[config.mk]
export PLATFORM = sky130hd
export DESIGN_NAME = id_ex_register_flat
export DESIGN_NICKNAME = d
export VERILOG_FILES = /design/src/rtl/id_ex_register_if.sv /design/src/rtl/id_ex_register.sv /design/src/flat_wrapper.sv
export SDC_FILE = /design/constraint.sdc
export NUM_CORES = 1
export LEC_CHECK = 0
export BUFFER_PORTS_ARGS = -buffer_cell sky130_fd_sc_hd__buf_2
export CORE_AREA = 2 2 162 164
export DETAILED_ROUTE_END_ITERATION = 10
export DIE_AREA = 0 0 164 166
export PLACE_DENSITY = 0.56
export SYNTH_ARGS = -nofsm -noshare
export SYNTH_HDL_FRONTEND = slang
export SYNTH_SLANG_ARGS = --single-unit
[constraint.sdc]
create_clock -name clk -period 5.5 [get_ports clk]
set_input_delay 0.275 -clock clk [delete_from_list [all_inputs] [get_ports clk]]
set_output_delay 0.275 -clock clk [all_outputs]
set_load 0.1 [all_outputs]
[src/rtl/id_ex_register_if.sv]
// Bundles the decode-side inputs, forwarding inputs and execute-side outputs of the ID/EX pipeline register.
interface id_ex_register_if;
  logic        StallE, FlushE, ValidD;
  logic [31:0] PCD, RD1D, RD2D, ImmExtD;
  logic [4:0]  Rs1D, Rs2D, RdD;
  logic [6:0]  OpD;
  logic [2:0]  Funct3D;
  logic        Funct7b5D;
  logic [1:0]  ALUSrcAD;
  logic        ALUSrcBD, RegWriteD, MemWriteD;
  logic [1:0]  ResultSrcD;
  logic        BranchD, JumpD;
  logic [1:0]  ForwardAE, ForwardBE;
  logic [31:0] ALUResultM, ResultW;

  logic [31:0] SrcAE, SrcBE, WriteDataE, PCE, ImmExtE;
  logic [3:0]  ALUControlE;
  logic [4:0]  Rs1E, Rs2E, RdE;
  logic        RegWriteE, MemWriteE, BranchE, JumpE;
  logic [1:0]  ResultSrcE;
  logic        ValidE, IllegalE;

  modport master (
    output StallE, FlushE, ValidD, PCD, RD1D, RD2D, ImmExtD, Rs1D, Rs2D, RdD,
           OpD, Funct3D, Funct7b5D, ALUSrcAD, ALUSrcBD, RegWriteD, MemWriteD,
           ResultSrcD, BranchD, JumpD, ForwardAE, ForwardBE, ALUResultM, ResultW,
    input  SrcAE, SrcBE, WriteDataE, PCE, ImmExtE, ALUControlE, Rs1E, Rs2E, RdE,
           RegWriteE, MemWriteE, BranchE, JumpE, ResultSrcE, ValidE, IllegalE
  );

  modport slave (
    input  StallE, FlushE, ValidD, PCD, RD1D, RD2D, ImmExtD, Rs1D, Rs2D, RdD,
           OpD, Funct3D, Funct7b5D, ALUSrcAD, ALUSrcBD, RegWriteD, MemWriteD,
           ResultSrcD, BranchD, JumpD, ForwardAE, ForwardBE, ALUResultM, ResultW,
    output SrcAE, SrcBE, WriteDataE, PCE, ImmExtE, ALUControlE, Rs1E, Rs2E, RdE,
           RegWriteE, MemWriteE, BranchE, JumpE, ResultSrcE, ValidE, IllegalE
  );
endinterface

[src/rtl/id_ex_register.sv]
// ID/EX pipeline register: one-cycle D->E with registered ALU decode; StallE holds, FlushE (wins) inserts a bubble.
// Execute-side operand forwarding is combinational and only active when FORWARDING_EN is defined.
module id_ex_register (
  input  logic            clk,
  input  logic            reset,
  id_ex_register_if.slave bus
);
  localparam logic [6:0] OP_R     = 7'b0110011;
  localparam logic [6:0] OP_I     = 7'b0010011;
  localparam logic [6:0] OP_B     = 7'b1100011;
  localparam logic [6:0] OP_LOAD  = 7'b0000011;
  localparam logic [6:0] OP_STORE = 7'b0100011;
  localparam logic [6:0] OP_JAL   = 7'b1101111;
  localparam logic [6:0] OP_JALR  = 7'b1100111;
  localparam logic [6:0] OP_LUI   = 7'b0110111;
  localparam logic [6:0] OP_AUIPC = 7'b0010111;

  logic [3:0]  alu_ctrl_d;
  logic        illegal_d;

  logic        valid_e, regwrite_e, memwrite_e, branch_e, jump_e, illegal_e;
  logic [3:0]  alu_ctrl_e;
  logic [1:0]  alusrca_e, resultsrc_e;
  logic        alusrcb_e;
  logic [31:0] pc_e, rd1_e, rd2_e, imm_e;
  logic [4:0]  rs1_e, rs2_e, rd_e;
  logic [31:0] fwd_a, fwd_b, srca;

  always_comb begin
    alu_ctrl_d = 4'b0000;
    illegal_d  = 1'b0;
    case (bus.OpD)
      OP_R: begin
        if (bus.Funct7b5D && bus.Funct3D != 3'b000 && bus.Funct3D != 3'b101)
          illegal_d = 1'b1;
        else
          alu_ctrl_d = {bus.Funct7b5D, bus.Funct3D};
      end
      // Only shift-right immediates use instr[30]; elsewhere it is immediate data.
      OP_I: alu_ctrl_d = (bus.Funct3D == 3'b101) ? {bus.Funct7b5D, 3'b101} : {1'b0, bus.Funct3D};
      OP_B: begin
        case (bus.Funct3D)
          3'b000, 3'b001: alu_ctrl_d = 4'b1000;
          3'b100, 3'b101: alu_ctrl_d = 4'b0010;
          3'b110, 3'b111: alu_ctrl_d = 4'b0011;
          default:        illegal_d  = 1'b1;
        endcase
      end
      OP_LOAD, OP_STORE, OP_JAL, OP_JALR, OP_LUI, OP_AUIPC: alu_ctrl_d = 4'b0000;
      default: illegal_d = 1'b1;
    endcase
  end

  always_ff @(posedge clk or posedge reset) begin
    if (reset) begin
      valid_e    <= 1'b0;
      regwrite_e <= 1'b0;
      memwrite_e <= 1'b0;
      branch_e   <= 1'b0;
      jump_e     <= 1'b0;
      illegal_e  <= 1'b0;
      alu_ctrl_e <= 4'b0000;
    end else if (bus.FlushE || (!bus.StallE && !bus.ValidD)) begin
      valid_e    <= 1'b0;
      regwrite_e <= 1'b0;
      memwrite_e <= 1'b0;
      branch_e   <= 1'b0;
      jump_e     <= 1'b0;
      illegal_e  <= 1'b0;
      alu_ctrl_e <= 4'b0000;
    end else if (!bus.StallE) begin
      valid_e    <= 1'b1;
      regwrite_e <= bus.RegWriteD;
      memwrite_e <= bus.MemWriteD;
      branch_e   <= bus.BranchD;
      jump_e     <= bus.JumpD;
      illegal_e  <= illegal_d;
      alu_ctrl_e <= alu_ctrl_d;
    end
  end

  // Data fields are don't-care inside a bubble, so a flush simply loads them too.
  always_ff @(posedge clk or posedge reset) begin
    if (reset) begin
      alusrca_e   <= 2'b00;
      alusrcb_e   <= 1'b0;
      resultsrc_e <= 2'b00;
      pc_e        <= '0;
      rd1_e       <= '0;
      rd2_e       <= '0;
      imm_e       <= '0;
      rs1_e       <= '0;
      rs2_e       <= '0;
      rd_e        <= '0;
    end else if (bus.FlushE || !bus.StallE) begin
      alusrca_e   <= bus.ALUSrcAD;
      alusrcb_e   <= bus.ALUSrcBD;
      resultsrc_e <= bus.ResultSrcD;
      pc_e        <= bus.PCD;
      rd1_e       <= bus.RD1D;
      rd2_e       <= bus.RD2D;
      imm_e       <= bus.ImmExtD;
      rs1_e       <= bus.Rs1D;
      rs2_e       <= bus.Rs2D;
      rd_e        <= bus.RdD;
    end
  end

`ifdef FORWARDING_EN
  always_comb begin
    case (bus.ForwardAE)
      2'b10:   fwd_a = bus.ALUResultM;
      2'b01:   fwd_a = bus.ResultW;
      default: fwd_a = rd1_e;
    endcase
    case (bus.ForwardBE)
      2'b10:   fwd_b = bus.ALUResultM;
      2'b01:   fwd_b = bus.ResultW;
      default: fwd_b = rd2_e;
    endcase
  end
`else
  logic unused_fwd;
  assign unused_fwd = ^{bus.ForwardAE, bus.ForwardBE, bus.ALUResultM, bus.ResultW};
  assign fwd_a = rd1_e;
  assign fwd_b = rd2_e;
`endif

  always_comb begin
    case (alusrca_e)
      2'b00:   srca = fwd_a;
      2'b01:   srca = pc_e;
      default: srca = 32'h0;
    endcase
  end

  assign bus.SrcAE       = srca;
  assign bus.SrcBE       = alusrcb_e ? imm_e : fwd_b;
  assign bus.WriteDataE  = fwd_b;
  assign bus.PCE         = pc_e;
  assign bus.ImmExtE     = imm_e;
  assign bus.Rs1E        = rs1_e;
  assign bus.Rs2E        = rs2_e;
  assign bus.RdE         = rd_e;
  assign bus.ALUControlE = alu_ctrl_e;
  assign bus.RegWriteE   = regwrite_e;
  assign bus.MemWriteE   = memwrite_e;
  assign bus.BranchE     = branch_e;
  assign bus.JumpE       = jump_e;
  assign bus.ResultSrcE  = resultsrc_e;
  assign bus.ValidE      = valid_e;
  assign bus.IllegalE    = illegal_e;
endmodule

[src/flat_wrapper.sv]
// flat-port wrapper written by rule: the top's interface ports become plain ports
module id_ex_register_flat 
  (clk, reset, bus_StallE, bus_FlushE, bus_ValidD, bus_PCD, bus_RD1D, bus_RD2D, bus_ImmExtD, bus_Rs1D, bus_Rs2D, bus_RdD, bus_OpD, bus_Funct3D, bus_Funct7b5D, bus_ALUSrcAD, bus_ALUSrcBD, bus_RegWriteD, bus_MemWriteD, bus_ResultSrcD, bus_BranchD, bus_JumpD, bus_ForwardAE, bus_ForwardBE, bus_ALUResultM, bus_ResultW, bus_SrcAE, bus_SrcBE, bus_WriteDataE, bus_PCE, bus_ImmExtE, bus_ALUControlE, bus_Rs1E, bus_Rs2E, bus_RdE, bus_RegWriteE, bus_MemWriteE, bus_BranchE, bus_JumpE, bus_ResultSrcE, bus_ValidE, bus_IllegalE);
  id_ex_register_if bus_i ();
  input  logic clk;
  input  logic reset;
  input wire logic [$bits(bus_i.StallE)-1:0] bus_StallE;
  input wire logic [$bits(bus_i.FlushE)-1:0] bus_FlushE;
  input wire logic [$bits(bus_i.ValidD)-1:0] bus_ValidD;
  input wire logic [$bits(bus_i.PCD)-1:0] bus_PCD;
  input wire logic [$bits(bus_i.RD1D)-1:0] bus_RD1D;
  input wire logic [$bits(bus_i.RD2D)-1:0] bus_RD2D;
  input wire logic [$bits(bus_i.ImmExtD)-1:0] bus_ImmExtD;
  input wire logic [$bits(bus_i.Rs1D)-1:0] bus_Rs1D;
  input wire logic [$bits(bus_i.Rs2D)-1:0] bus_Rs2D;
  input wire logic [$bits(bus_i.RdD)-1:0] bus_RdD;
  input wire logic [$bits(bus_i.OpD)-1:0] bus_OpD;
  input wire logic [$bits(bus_i.Funct3D)-1:0] bus_Funct3D;
  input wire logic [$bits(bus_i.Funct7b5D)-1:0] bus_Funct7b5D;
  input wire logic [$bits(bus_i.ALUSrcAD)-1:0] bus_ALUSrcAD;
  input wire logic [$bits(bus_i.ALUSrcBD)-1:0] bus_ALUSrcBD;
  input wire logic [$bits(bus_i.RegWriteD)-1:0] bus_RegWriteD;
  input wire logic [$bits(bus_i.MemWriteD)-1:0] bus_MemWriteD;
  input wire logic [$bits(bus_i.ResultSrcD)-1:0] bus_ResultSrcD;
  input wire logic [$bits(bus_i.BranchD)-1:0] bus_BranchD;
  input wire logic [$bits(bus_i.JumpD)-1:0] bus_JumpD;
  input wire logic [$bits(bus_i.ForwardAE)-1:0] bus_ForwardAE;
  input wire logic [$bits(bus_i.ForwardBE)-1:0] bus_ForwardBE;
  input wire logic [$bits(bus_i.ALUResultM)-1:0] bus_ALUResultM;
  input wire logic [$bits(bus_i.ResultW)-1:0] bus_ResultW;
  output wire logic [$bits(bus_i.SrcAE)-1:0] bus_SrcAE;
  output wire logic [$bits(bus_i.SrcBE)-1:0] bus_SrcBE;
  output wire logic [$bits(bus_i.WriteDataE)-1:0] bus_WriteDataE;
  output wire logic [$bits(bus_i.PCE)-1:0] bus_PCE;
  output wire logic [$bits(bus_i.ImmExtE)-1:0] bus_ImmExtE;
  output wire logic [$bits(bus_i.ALUControlE)-1:0] bus_ALUControlE;
  output wire logic [$bits(bus_i.Rs1E)-1:0] bus_Rs1E;
  output wire logic [$bits(bus_i.Rs2E)-1:0] bus_Rs2E;
  output wire logic [$bits(bus_i.RdE)-1:0] bus_RdE;
  output wire logic [$bits(bus_i.RegWriteE)-1:0] bus_RegWriteE;
  output wire logic [$bits(bus_i.MemWriteE)-1:0] bus_MemWriteE;
  output wire logic [$bits(bus_i.BranchE)-1:0] bus_BranchE;
  output wire logic [$bits(bus_i.JumpE)-1:0] bus_JumpE;
  output wire logic [$bits(bus_i.ResultSrcE)-1:0] bus_ResultSrcE;
  output wire logic [$bits(bus_i.ValidE)-1:0] bus_ValidE;
  output wire logic [$bits(bus_i.IllegalE)-1:0] bus_IllegalE;
  assign bus_i.StallE = bus_StallE;
  assign bus_i.FlushE = bus_FlushE;
  assign bus_i.ValidD = bus_ValidD;
  assign bus_i.PCD = bus_PCD;
  assign bus_i.RD1D = bus_RD1D;
  assign bus_i.RD2D = bus_RD2D;
  assign bus_i.ImmExtD = bus_ImmExtD;
  assign bus_i.Rs1D = bus_Rs1D;
  assign bus_i.Rs2D = bus_Rs2D;
  assign bus_i.RdD = bus_RdD;
  assign bus_i.OpD = bus_OpD;
  assign bus_i.Funct3D = bus_Funct3D;
  assign bus_i.Funct7b5D = bus_Funct7b5D;
  assign bus_i.ALUSrcAD = bus_ALUSrcAD;
  assign bus_i.ALUSrcBD = bus_ALUSrcBD;
  assign bus_i.RegWriteD = bus_RegWriteD;
  assign bus_i.MemWriteD = bus_MemWriteD;
  assign bus_i.ResultSrcD = bus_ResultSrcD;
  assign bus_i.BranchD = bus_BranchD;
  assign bus_i.JumpD = bus_JumpD;
  assign bus_i.ForwardAE = bus_ForwardAE;
  assign bus_i.ForwardBE = bus_ForwardBE;
  assign bus_i.ALUResultM = bus_ALUResultM;
  assign bus_i.ResultW = bus_ResultW;
  assign bus_SrcAE = bus_i.SrcAE;
  assign bus_SrcBE = bus_i.SrcBE;
  assign bus_WriteDataE = bus_i.WriteDataE;
  assign bus_PCE = bus_i.PCE;
  assign bus_ImmExtE = bus_i.ImmExtE;
  assign bus_ALUControlE = bus_i.ALUControlE;
  assign bus_Rs1E = bus_i.Rs1E;
  assign bus_Rs2E = bus_i.Rs2E;
  assign bus_RdE = bus_i.RdE;
  assign bus_RegWriteE = bus_i.RegWriteE;
  assign bus_MemWriteE = bus_i.MemWriteE;
  assign bus_BranchE = bus_i.BranchE;
  assign bus_JumpE = bus_i.JumpE;
  assign bus_ResultSrcE = bus_i.ResultSrcE;
  assign bus_ValidE = bus_i.ValidE;
  assign bus_IllegalE = bus_i.IllegalE;
  id_ex_register u_core (.clk(clk), .reset(reset), .bus(bus_i));
endmodule
==> out/metrics.yaml, run 1 <==
floorplan:
  core_area_um2: 25600
  die_y_um: 166
  initial_core_util_pct: 27.1
  rows: 59
  dieArea_um2: 27200
  dieWidth_um: 164
  io-pin-count: 423
clocking:
  cts_root_buffer: "clkbuf_16"
  post_cts_buffers: 0
  cts_buffer_depth: 2
  cts_max_level: 4
  cts_tree: "built"
  numCtsBuffers: 17
  insertion_delay_ns: 0.41
  clk_pin_slew_ns: 0.08
  cts.sinks: 158
placement:
  routabilityCongestion: 0.792
  hpwl_mm: 15.2
  dp_slack_ns: 3.32
  dp_cells: 1438
  io_buffers: 354
synth:
  synth_compound_area_share_pct: 2.32
  syn_nets: 1023
  ys_seq_area_share_pct: 56.9
  synth_flop_cell: "dfrtp_1"
  synth_top_area_share_pct: 56.9
  ys_types: 33
  ys_async_sr_fraction_pct: 100
  synth.most_common_cell: "nand2_1"
  syn_avg_cell_area_um2: 8.83
  synthTopCellsByCount: "nand2_1, dfrtp_1, nor2_1, buf_2"
  synthMuxAreaShare_pct: 9.79
  synth_edf_count: 0
  synth_warnings: 0
  synth.largest_area_cell: "dfrtp_1"
  yosys_register_bits: 158
  yosys.area_share.adder_pct: 0
  netlist_area_um2: 6950
  synth.area.top_cells: "dfrtp_1, nand2_1, mux2_2"
  synth_top_family_by_area: "simple AND/OR/NAND/NOR gates"
  synthCells: 787
  synth-xor-area-share_pct: 0.126
  synth-simple-area-share_pct: 27.6
timing:
  tightestPinTransition_ns: 1.08
  worst_slack_ns: 2.90
  clock.fmax_mhz: 385
  slew_headroom_pct: 28.3
  finalHoldViolations: 0
  setup_tns_ns: 0
  fin_crit_sh_pct: 47.2
  slew_viol_final: 0
  fin_skew_ns: 0
  holdWs_ns: 0.0443
  rsz0062_at_grt: "no"
  setup_violations: 0
  fin_crit_ns: 2.60
routing:
  drt_iter0_drc: 402
  routed_wl_mm: 21.5
  wl_per_cell_um: 14.6
  dr.pass1.iters: 4
  drc: 0
  ant_nets: 0
  vias: 6305
  viasPerCell: 4.28
grt:
  top_usage_layer: "met2"
  grt_use_met3_pct: 5.47
  antenna_found_initial: 2
  grt_pass1_wl_mm: 33.7
  grt-ovfl-total: 0
  grt_pass1_vias: 6289
  grt.met2_usage_pct: 26.1
  grt_max_degree: 93
  grt.total_usage_pct: 15.6
  grt_util_met1_pct: 19.3
finish:
  fin_cells: 1472
  register_area_um2: 3960
  drive_gt1_share_pct: 38.0
  area_growth_pct: 38.2
  fill_cells: 2709
  nNetsFinal: 1359
  multi_input_area_um2: 2780
run_status:
  status: "finished, final reports clean"
hold_path:
  min_to: "u_core.bus.WriteDataE[10]"
  hp-start: "bus_RD2D[10]"
  hold_depth: 3
  hp-class: "in -> reg"
critical_path:
  start_kind: "register"
  worstSetupEndpointType: "output port"
  crit_fanout: 33
  crit_required_ns: 5.22
  timing.rr.start: "u_core.alusrca_e[0]"
  r2r_slack_ns: 4.16
  r2r_end: "u_core.alusrca_e[0]"
  ff2ff_path_depth: 2
  cp.arrival_ns: 2.32
  path_class: "reg -> out"
pwr:
  vdd_drop_max_mv: 0.176
  power_density_nw_per_um2: 409
  leakagePower_uw: 0.00548
flow_run:
  maxCapViolations: 0
## registers in the layout, summed over array words and instances, names as in the netlist, 2 cells and up
name and flops:
u_core.fwd_a 32, u_core.bus.ResultSrcE 2, u_core.bus.Rs1E 5, u_core.bus.ImmExtE 32, u_core.bus.ALUControlE 4, u_core.bus.WriteDataE 32, u_core.bus.PCE 32, u_core.alusrca_e 2
u_core.bus.Rs2E 5, u_core.bus.RdE 5
## cells in the final DEF, fill, tap and decap left out, drive strengths merged, types with 2 or more instances in the layout
| cell | synthesis | routed |
|---|---|---|
| a21o | 2 | 2 |
| mux2i | 32 | 32 |
| a21oi | 2 | 2 |
| clkinv | 0 | 3 |
| nand2 | 447 | 447 |
| buf | 35 | 362 |
| nand2b | 3 | 3 |
| a22o | 6 | 6 |
| a21boi | 2 | 2 |
| clkbuf | 11 | 19 |
| mux2 | 32 | 32 |
| inv | 3 | 11 |
| dfrtp | 158 | 158 |
| nor2 | 35 | 35 |
## how the worst max path moves through the flow
stage                           to  depth (start not counted)                 from  slack, ns
6_report              bus_SrcAE[8]                          3  u_core.alusrca_e[0]       2.90
5_1_grt              bus_SrcAE[19]                          3  u_core.alusrca_e[0]       2.77
4_1_cts               bus_SrcAE[8]                          3  u_core.alusrca_e[0]       2.86
3_5_place_dp          bus_SrcAE[8]                          3  u_core.alusrca_e[0]       3.32
3_3_place_gp         bus_SrcAE[31]                          3  u_core.alusrca_e[0]       3.30
2_1_floorplan  u_core.alusrca_e[0]                          1                reset       0.96
## stage by stage
| step | power, uW | cell area, um^2 | utilization, % |
|---|---|---|---|
| floorplan | 2490 | 6950 | - |
| global route | 4100 | 9600 | 37.5 |
| CTS | 3990 | 9600 | 37.5 |
| detailed placement | 2770 | 9000 | 35.2 |
| global placement | 2760 | 9000 | 35.2 |
| finish | 3930 | 9600 | 37.5 |
## worst max-delay path: stages (launching register included)
cell and delay [ns]:
dfrtp_2 1.08, mux2i_1 0.18, nor2_1 0.19, buf_2 0.46
## area by class of cell
type                       instances  area share (%)
inverter                           3           0.169
multi-input combinational        580            29.0
sequential                       158            41.2
clock inverter                    13            1.50
timing repair buffer             363            19.2
clock buffer                      19            4.61
antenna                            1          0.0261
tap                              335            4.36
## metal layers
| metal | share of wire [%] | vias up |
|---|---|---|
| met4 | 1.1 | 0 |
| met3 | 8.9 | 12 |
| met5 | 0 | - |
| met1 | 44 | 2916 |
| met2 | 46 | 245 |
| li1 | - | 3132 |
## report_power, final
group | total (uW) | internal, uW | switching (uW)
combinational | 1400 | 227 | 1170
sequential | 1330 | 1250 | 80.5
clock | 1200 | 657 | 540
## timing repair
action / in CTS / in global routing
hold endpoints to repair: 59 / 0
gates resized for setup: 0 / 0
hold buffers: 1 / 0
## cells by family after synthesis
group / after synthesis
DFF: 158
xor gates and xnor gates: 1
buffers and inverters: 49
AOI/OAI and AO/OA: 20
and+or+nand+nor: 495
muxes: 64
Power figures use the tool's default switching activity.
==> inputs of run 2 (changes only) <==
Clock period 5.5 ns to 2.6 ns, I/O delays scaled along.
==> out/metrics.yaml, run 2 (synthesis results as in run 1) <==
floorplan:
  core_area_um2: 25600  # unchanged
  dieArea_um2: 27200  # unchanged
  dieWidth_um: 164  # unchanged
  die_y_um: 166  # unchanged
  initial_core_util_pct: 27.1  # unchanged
  rows: 59  # unchanged
  io-pin-count: 423  # unchanged
clocking:
  post_cts_buffers: 0  # unchanged
  insertion_delay_ns: 0.41  # about the same
  cts_tree: "built"
  numCtsBuffers: 17  # unchanged
  cts_buffer_depth: 2  # unchanged
  cts.sinks: 158  # unchanged
  cts_root_buffer: "clkbuf_16"
  clk_pin_slew_ns: 0.07  # about the same
  cts_max_level: 4  # unchanged
flow_run:
  maxCapViolations: 0  # unchanged
grt:
  grt-ovfl-total: 0  # unchanged
  antenna_found_initial: 1  # -1
  grt.total_usage_pct: 16.8  # +1.1 points
  grt_pass1_vias: 7027  # +12%
  grt_pass1_wl_mm: 36.6  # +8.4%
  grt_max_degree: 79  # -15%
timing:
  clock.fmax_mhz: 459
  fin_crit_sh_pct: 83.9
  worst_slack_ns: 0.420  # -2.49 ns
  tightestPinTransition_ns: 0.733  # -0.343 ns
  setup_tns_ns: 0  # unchanged
  fin_skew_ns: 0  # unchanged
  slew_viol_final: 0  # unchanged
  finalHoldViolations: 0  # unchanged
  setup_violations: 0  # unchanged
  fin_crit_ns: 2.18
  slew_headroom_pct: 51.1  # +23 points
  rsz0062_at_grt: "no"
critical_path:
  crit_required_ns: 2.47  # -2.75 ns
  cp.arrival_ns: 2.05  # -0.27 ns
  r2r_end: "u_core.alusrcb_e"
  ff2ff_path_depth: 3  # +1
  start_kind: "register"
  path_class: "reg -> out"
  crit_fanout: 13  # -61%
  worstSetupEndpointType: "output port"
  timing.rr.start: "u_core.alusrcb_e"
  r2r_slack_ns: 1.65  # -2.51 ns
routing:
  drt_iter0_drc: 443  # +10%
  drc: 0  # unchanged
  wl_per_cell_um: 14.2  # -3.1%
  ant_nets: 0  # unchanged
  dr.pass1.iters: 4  # unchanged
  vias: 7049  # +12%
  viasPerCell: 4.32  # +0.96%
  routed_wl_mm: 23.1  # +7.3%
finish:
  drive_gt1_share_pct: 33.7  # -4.3 points
  area_growth_pct: 62.3
  nNetsFinal: 1517  # +12%
  layout_commonest_cell: "nand2_1"
  fill_cells: 2485  # -8.3%
  final_cell_mix: "nand2_1, buf_2, dfrtp_1"
placement:
  hpwl_mm: 15.3  # +0.92%
  routabilityCongestion: 0.765  # -3.4%
  dp_slack_ns: 0.834  # -2.49 ns
  io_buffers: 354  # unchanged
pwr:
  leakagePower_uw: 0.00618  # +13%
  power_density_nw_per_um2: 762  # +86%
  total_power_uw: 8590  # +120%
  vdd_drop_max_mv: 0.406  # +130%
run_status:
  status: "finished, final reports clean"
hold_path:
  hp-start: "bus_OpD[5]"
  min_to: "u_core.bus.IllegalE"
  hp-class: "in -> reg"
  hold_depth: 3  # unchanged
run 2: changes by cell type in the layout (fill, tap and decap cells not counted):
cell / delta
clkinv_8: +3
inv_8: +2
clkbuf_8: -1
buf_12: +6
clkinv_4: -2
dlygate4sd3_1: +155
buf_4: -3
inv_6: -2
clkbuf_1: -1
clkinvlp_4: +1
run 2: final cells by class:
class                   instances  area (um^2)  area share, %
clock buffers                  17          425           3.77
well taps                     335          419           3.72
flip-flops and latches        158         3960           35.1
inverters                       3         15.0          0.133
multi-input cells             580         2780           24.7
diodes                          1         2.50         0.0222
repair buffers                521         3490           30.9
clock inverters                15          189           1.67
run 2: metal layers:
| layer | wire (um) | up-vias | global-route usage [%] |
|---|---|---|---|
| met1 | 9650 | 3272 | 20.2 |
| met5 | 0 | - | 0 |
| met3 | 1650 | 23 | 4.15 |
| met4 | 420 | 0 | 4.73 |
| met2 | 11400 | 304 | 29.6 |
| li1 | - | 3450 | - |
run 2: timing repair:
item / in CTS / in global routing
hold buffers: 156 / 0
hold endpoints to repair: 179 / 0
gates resized for setup: 0 / 0
run 2: worst max path at each step:
stage	from	end	slack, ns	cells after the start
5_1_grt	u_core.alusrca_e[0]	bus_SrcAE[28]	0.28	4
6_report	u_core.alusrca_e[0]	bus_SrcAE[28]	0.42	4
2_1_floorplan	u_core.bus.PCE[0]	bus_SrcAE[0]	0.10	2
4_1_cts	u_core.alusrca_e[0]	bus_SrcAE[28]	0.36	4
3_3_place_gp	u_core.alusrca_e[0]	bus_SrcAE[28]	0.82	4
3_5_place_dp	u_core.alusrca_e[0]	bus_SrcAE[28]	0.83	4
run 2: metrics by stage:
step | instance area [um^2] | instances | hold slack [ns] | utilization (%)
2_1_floorplan | 6950 | 787 | 0.228 | -
3_3_place_gp | 9100 | 1441 | 0.258 | 35.5
3_5_place_dp | 9100 | 1441 | 0.249 | 35.5
4_1_cts | 11300 | 1629 | 0.0156 | 44.0
5_1_grt | 11300 | 1630 | 0.0526 | 44.0
6_report | 11300 | 1630 | 0.0525 | 44.0
run 2: worst max-delay path, cell delays in order (launching register included):
cell and delay (ns):
dfrtp_2 0.63, buf_4 0.32, mux2i_1 0.10, nor2_1 0.13, buf_2 0.45
run 2: power by group:
part | total, uW | switching [uW] | internal (uW) | leakage (uW)
registers | 2810 | 158 | 2650 | 0.00190
logic | 3180 | 2540 | 646 | 0.00398
clock network | 2600 | 1200 | 1400 | 0.000298
total | 8590 | 3900 | 4690 | 0.00618
